$ cat src/rtl/uart_tx_fifo.sv
// uart_tx_fifo: 8N1 UART transmitter, LSB first, fed by a small circular TX FIFO.
// The baud counter runs only while a frame is on the line. The stop bit can pop
// the next byte so that queued frames go out back to back.
module uart_tx_fifo #(
  parameter int CLK_FREQ   = 100_000_000,
  parameter int BAUD       = 9600,
  parameter int FIFO_DEPTH = 4
) (
  input  logic       clk,
  input  logic       rst,
  input  logic [7:0] tx_data,
  input  logic       tx_push,
  output logic       tx_full,
  output logic       tx_empty,
  output logic       tx_busy,
  output logic       uart_tx
);

  localparam int BIT_CLKS = CLK_FREQ / BAUD;
  localparam int CW       = (BIT_CLKS > 1) ? $clog2(BIT_CLKS) : 1;
  localparam int PW       = (FIFO_DEPTH > 1) ? $clog2(FIFO_DEPTH) : 1;

  localparam logic [CW-1:0] BIT_LAST  = CW'(BIT_CLKS - 1);
  localparam logic [CW-1:0] BAUD_ZERO = {CW{1'b0}};
  localparam logic [CW-1:0] BAUD_ONE  = CW'(1'b1);
  localparam logic [PW-1:0] PTR_ZERO  = {PW{1'b0}};
  localparam logic [PW-1:0] PTR_ONE   = PW'(1'b1);
  localparam logic [PW:0]   CNT_ZERO  = {(PW+1){1'b0}};
  localparam logic [PW:0]   CNT_ONE   = (PW+1)'(1'b1);
  localparam logic [PW:0]   CNT_FULL  = (PW+1)'(FIFO_DEPTH);

  typedef enum logic [1:0] {
    IDLE  = 2'd0,
    START = 2'd1,
    DATA  = 2'd2,
    STOP  = 2'd3
  } state_t;

  logic [7:0]    mem_r [FIFO_DEPTH];
  logic [PW-1:0] wr_ptr_r;
  logic [PW-1:0] rd_ptr_r;
  logic [PW:0]   count_r;

  state_t        state_r;
  logic [CW-1:0] baud_cnt_r;
  logic [2:0]    bit_idx_r;
  logic [7:0]    shift_r;
  logic          uart_tx_r;

  logic          bit_end_s;
  logic          push_s;
  logic          pop_s;

  assign bit_end_s = (baud_cnt_r == BIT_LAST);
  assign tx_full   = (count_r == CNT_FULL);
  assign tx_empty  = (count_r == CNT_ZERO);
  assign tx_busy   = (state_r != IDLE);
  assign uart_tx   = uart_tx_r;
  assign push_s    = tx_push & ~tx_full;

  // Pop the FIFO head when idle, or at the end of a stop bit to chain frames.
  always_comb begin
    pop_s = 1'b0;
    case (state_r)
      IDLE:    pop_s = ~tx_empty;
      STOP:    pop_s = bit_end_s & ~tx_empty;
      default: pop_s = 1'b0;
    endcase
  end

  // FIFO storage: data only, no reset needed since count guards every read.
  always_ff @(posedge clk) begin
    if (push_s) begin
      mem_r[wr_ptr_r] <= tx_data;
    end
  end

  // FIFO pointers and occupancy; pointer wrap relies on power-of-two depth.
  always_ff @(posedge clk) begin
    if (!rst) begin
      wr_ptr_r <= PTR_ZERO;
      rd_ptr_r <= PTR_ZERO;
      count_r  <= CNT_ZERO;
    end else begin
      if (push_s) begin
        wr_ptr_r <= wr_ptr_r + PTR_ONE;
      end
      if (pop_s) begin
        rd_ptr_r <= rd_ptr_r + PTR_ONE;
      end
      case ({push_s, pop_s})
        2'b10:   count_r <= count_r + CNT_ONE;
        2'b01:   count_r <= count_r - CNT_ONE;
        default: count_r <= count_r;
      endcase
    end
  end

  // Frame FSM: drives the registered line and times every bit with baud_cnt.
  always_ff @(posedge clk) begin
    if (!rst) begin
      state_r    <= IDLE;
      baud_cnt_r <= BAUD_ZERO;
      bit_idx_r  <= 3'd0;
      shift_r    <= 8'h00;
      uart_tx_r  <= 1'b1;
    end else begin
      case (state_r)
        IDLE: begin
          uart_tx_r  <= 1'b1;
          baud_cnt_r <= BAUD_ZERO;
          if (pop_s) begin
            shift_r   <= mem_r[rd_ptr_r];
            uart_tx_r <= 1'b0;
            state_r   <= START;
          end
        end
        START: begin
          if (bit_end_s) begin
            baud_cnt_r <= BAUD_ZERO;
            uart_tx_r  <= shift_r[0];
            bit_idx_r  <= 3'd0;
            state_r    <= DATA;
          end else begin
            baud_cnt_r <= baud_cnt_r + BAUD_ONE;
          end
        end
        DATA: begin
          if (bit_end_s) begin
            baud_cnt_r <= BAUD_ZERO;
            if (bit_idx_r == 3'd7) begin
              uart_tx_r <= 1'b1;
              state_r   <= STOP;
            end else begin
              shift_r   <= {1'b0, shift_r[7:1]};
              uart_tx_r <= shift_r[1];
              bit_idx_r <= bit_idx_r + 3'd1;
            end
          end else begin
            baud_cnt_r <= baud_cnt_r + BAUD_ONE;
          end
        end
        STOP: begin
          if (bit_end_s) begin
            baud_cnt_r <= BAUD_ZERO;
            if (pop_s) begin
              shift_r   <= mem_r[rd_ptr_r];
              uart_tx_r <= 1'b0;
              state_r   <= START;
            end else begin
              uart_tx_r <= 1'b1;
              state_r   <= IDLE;
            end
          end else begin
            baud_cnt_r <= baud_cnt_r + BAUD_ONE;
          end
        end
        default: begin
          state_r    <= IDLE;
          baud_cnt_r <= BAUD_ZERO;
          uart_tx_r  <= 1'b1;
        end
      endcase
    end
  end

endmodule

$ cat config.mk
export PLATFORM = sky130hd
export DESIGN_NAME = uart_tx_fifo
export DESIGN_NICKNAME = d
export VERILOG_FILES = /design/src/rtl/uart_tx_fifo.sv
export SDC_FILE = /design/constraint.sdc
export NUM_CORES = 1
export LEC_CHECK = 0
export ABC_AREA = 1
export ABC_CLOCK_PERIOD_IN_PS = 3300
export BUFFER_PORTS_ARGS = -buffer_cell sky130_fd_sc_hd__clkbuf_2
export CORE_MARGIN = 2
export CORE_UTILIZATION = 60
export DETAILED_ROUTE_END_ITERATION = 10
export GPL_ROUTABILITY_DRIVEN = 0
export PLACE_DENSITY = 0.74
export SYNTH_ARGS = -nofsm -noshare
export SYNTH_HDL_FRONTEND = slang
export SYNTH_SLANG_ARGS = --single-unit
$ cat constraint.sdc
create_clock -name clk -period 3.3 [get_ports clk]
set_input_delay 0.495 -clock clk [delete_from_list [all_inputs] [get_ports clk]]
set_output_delay 0.495 -clock clk [all_outputs]
set_load 0.02 [all_outputs]
==> flow_metrics.tcl <==
set metrics [dict create \
    synth.yosys.seq_area_share_pct 54.2 \
    timing.critical_path.slowest_stage_cell "sky130_fd_sc_hd__dfxtp_1" \
    pwr-share-seq_pct 40.0 \
    power.ir.vdd_worst_v 0.000551 \
    place_ws_ns 0.850 \
    antenna_cells_inserted 0 \
    pin_count_of_the_biggest_net_entering_global_routing 20 \
    cts_repair_resize_count 0 \
    antenna_found_initial 0 \
    flow.area_growth_from_synthesis_pct 10.6 \
    critPathLaunchType "flop" \
    die_width_um 76.3 \
    report.final.hold_viol_count 0 \
    die-height_um 76.3 \
    first_iter_violations 78 \
    final_net_count 388 \
    maxSlewViolCount 0 \
    design.core.area_sq_mm 0.00507 \
    route.vias.total 2310 \
    detailedPlacementHpwl_mm 3.75 \
    postSynthRegisterBits 69 \
    start_util_pct 61.9 \
    globalRouteOverflowTotal 0 \
    post-route-cell-area_sq_mm 0.00347 \
    report.power.total_mw 2.84 \
    synth-edff-count 32 \
    synth_async_sr_flop_share_pct 0 \
    post-cts-setup-buffers 0 \
    p_int_mw 1.86 \
    clock_latency_ns 0.34 \
    route.detailed.vias_per_inst 5.27 \
    path_class_of_the_lowest_slack_min_delay_path "input port to flop" \
    syn_area_per_cell_sq_um 9.02 \
    wl_per_cell_um 12.9 \
    port_buffers 14 \
    postRouteAntennaNets 0 \
    core_rows 26 \
    worstPathRequired_ns 3.52 \
    final-seq-area_sq_mm 0.00170 \
    final_layout_size_suffix_gt1_share_pct 10.1 \
    power_leakage_nw 1.41 \
    io_pins 15 \
    synth_top_flop_cell "sky130_fd_sc_hd__dfxtp_1" \
    ctsRootBufferMaster "sky130_fd_sc_hd__clkbuf_8" \
    hold_buffers 0 \
    final.setup.worst_slack_ns 0.813 \
    tns_ns 0 \
    critical_path.max_stage_delay_ns 0.42 \
    yosysWarningCount 0 \
    finish.utilization_pct 68.4 \
    finalWorstPathRequiredPeriod_ns 2.49 \
    tritoncts_num_sinks 69 \
    worst-setup-path-type "flop to flop" \
    first_global_vias 2215 \
    setup.worst_path.end_class "flop" \
    first_pass_iters 7 \
    placed_area_sq_mm 0.00324 \
    dpl.cell_count 422 \
    grtUsageTotal_pct 21.6 \
    crit_chain "inv_1, ha_1, inv_1, nand2_1, nor2_1, nand2_2, inv_1, ha_1, inv_1, fa_1, a21oi_1, o21ai_0, o21ai_0, a21oi_1" \
    post_route_insts_no_fill 438 \
    netlist-cell-type-count 31 \
    final_period_utilization_pct 75.4 \
    tritoncts.num_buffers 9 \
    syn-cell-area_sq_mm 0.00314 \
    final-setup-viol-count 0 \
    h_tree_levels 3 \
    multi_input_comb_area_sq_mm 0.00124 \
    worstPathMaxFanout 5 \
    grt_setup_unrepaired "no" \
    worst-slew-pin-transition_ns 0.868 \
    cts.clk_slew.worst_paths_ns 0.07 \
    power.net_switching_mw 0.986 \
    power_density_mw_per_mm2 819 \
    power_frac_comb_pct 31.9 \
    worst_slew_margin_rel_pct 41.9 \
    die_area_sq_mm 0.00583 \
    tritoncts "done" \
    hold_slack_ns 0.372 \
    fillers 402 \
    postSynthCellCount 348 \
    clock_power_share_pct 28.0 \
    grt_pass1_wl_mm 9.96 \
    routed_wl_mm 5.66 \
    timing.fmax_ghz 0.402 \
    postSynthNetCount 373 \
    timing.max_cap.violations 0 \
    outcome "completed" \
    clock-skew-final_ns 0.00952 \
    timing.critical_path.arrival_ns 2.71 \
    clk_path_buf_depth 2 \
    path_common_cell "sky130_fd_sc_hd__inv_1" \
    power_switching_share_pct 34.7 \
    drc 0 \
]
## layout make-up
class                           count  share of cell area [%]
Tap cell                           70                    2.52
Multi-Input combinational cell    231                    35.7
Clock inverter                      5                    2.85
Timing Repair Buffer               14                    2.02
Inverter                           38                    4.11
Clock buffer                       11                    3.78
Sequential cell                    69                    49.0
## sequential cells by signal (all words and copies together), names as in the netlist, named ones only
register / cells
baud_cnt_r: 14
bit_idx_r: 3
count_r: 3
mem_r: 32
rd_ptr_r: 2
shift_r: 8
state_r: 2
uart_tx: 1
wr_ptr_r: 2
## synth_stat cells, types with 2 or more instances
library cell | n | area, sq um
sky130_fd_sc_hd__nand2_2 | 4 | 25.0
sky130_fd_sc_hd__o211ai_1 | 2 | 15.0
sky130_fd_sc_hd__a211oi_1 | 3 | 22.5
sky130_fd_sc_hd__nand3_1 | 21 | 105
sky130_fd_sc_hd__a21oi_1 | 26 | 130
sky130_fd_sc_hd__nor2_2 | 2 | 12.5
sky130_fd_sc_hd__edfxtp_1 | 32 | 961
sky130_fd_sc_hd__mux2i_1 | 6 | 60.1
sky130_fd_sc_hd__dfxtp_1 | 37 | 741
sky130_fd_sc_hd__ha_1 | 13 | 163
sky130_fd_sc_hd__inv_1 | 38 | 143
sky130_fd_sc_hd__buf_2 | 6 | 30.0
sky130_fd_sc_hd__nor3_1 | 6 | 30.0
sky130_fd_sc_hd__nor2_1 | 58 | 218
sky130_fd_sc_hd__o21ai_0 | 23 | 115
sky130_fd_sc_hd__nand2_1 | 49 | 184
sky130_fd_sc_hd__or2_2 | 2 | 12.5
sky130_fd_sc_hd__o21a_1 | 3 | 22.5
sky130_fd_sc_hd__nor3b_1 | 2 | 15.0
sky130_fd_sc_hd__xor2_1 | 4 | 35.0
## path summary, 6_finish.rpt
| path | from | end | slack [ns] | cells after the start |
|---|---|---|---|---|
| setup / recovery | state_r[0] | count_r[2] | 0.81 | 14 |
| hold / removal | tx_data[3] | mem_r[2][3] | 0.37 | 1 |
| setup reg to reg | state_r[0] | count_r[2] | 0.81 | 14 |
| hold reg to reg | baud_cnt_r[0] | baud_cnt_r[0] | 0.45 | 1 |
## power by group through the flow
stage	clock [mW]	combinational, mW	sequential [mW]
2_1_floorplan	0	0.776	1.11
3_5_place_dp	0	0.902	1.16
3_3_place_gp	0	0.886	1.15
4_1_cts	0.808	0.911	1.14
6_report	0.797	0.907	1.14
5_1_grt	0.843	1.05	1.16
## routing by layer
layer	wire length [um]	up-vias	share of wire [%]	global-route usage, %
li1	-	1183	-	-
met1	2550	1067	45	26.3
met2	2790	50	49	36.7
met3	200	10	3.5	3.91
met4	114	0	2.0	11.1
met5	0	-	0	0
## cells in the final DEF, fill, tap and decap left out, types with 2 or more instances in the layout
| cell type | Yosys | layout |
|---|---|---|
| sky130_fd_sc_hd__nor2_1 | 58 | 58 |
| sky130_fd_sc_hd__nand2_1 | 49 | 49 |
| sky130_fd_sc_hd__inv_1 | 38 | 38 |
| sky130_fd_sc_hd__dfxtp_1 | 37 | 37 |
| sky130_fd_sc_hd__edfxtp_1 | 32 | 32 |
| sky130_fd_sc_hd__a21oi_1 | 26 | 26 |
| sky130_fd_sc_hd__o21ai_0 | 23 | 23 |
| sky130_fd_sc_hd__nand3_1 | 21 | 21 |
| sky130_fd_sc_hd__clkbuf_2 | 0 | 14 |
| sky130_fd_sc_hd__ha_1 | 13 | 13 |
| sky130_fd_sc_hd__clkbuf_8 | 0 | 9 |
| sky130_fd_sc_hd__nor3_1 | 6 | 6 |
| sky130_fd_sc_hd__mux2i_1 | 6 | 6 |
| sky130_fd_sc_hd__nand2_2 | 4 | 4 |
| sky130_fd_sc_hd__xor2_1 | 4 | 4 |
| sky130_fd_sc_hd__o21a_1 | 3 | 3 |
| sky130_fd_sc_hd__a211oi_1 | 3 | 3 |
| sky130_fd_sc_hd__bufinv_16 | 0 | 3 |
| sky130_fd_sc_hd__nor2_2 | 2 | 2 |
| sky130_fd_sc_hd__or2_2 | 2 | 2 |
| sky130_fd_sc_hd__o211ai_1 | 2 | 2 |
| sky130_fd_sc_hd__nor3b_1 | 2 | 2 |
| sky130_fd_sc_hd__clkbuf_1 | 1 | 2 |
## logic make-up (layout without fill, tap and decap cells)
group / after synthesis / after routing / synth area share, %
AND/OR/NAND/NOR: 147 / 147 / 20.0
flip-flops: 69 / 69 / 54.2
AO/OA/AOI/OAI: 59 / 59 / 10.4
XOR/XNOR: 5 / 5 / 1.39
multiplexers: 6 / 6 / 1.91
adder cells (fa/ha/maj): 14 / 14 / 5.82
buffers and inverters: 48 / 68 / 6.33
## worst max-delay path: cells and delay by family, from the launching register on
family          cells  cell delay, ns
compound gates      4            0.45
simple gates        3            0.34
flops               1            0.42
fa+ha+maj           3            0.82
buf+inv             4            0.34
Power figures use the tool's default switching activity.
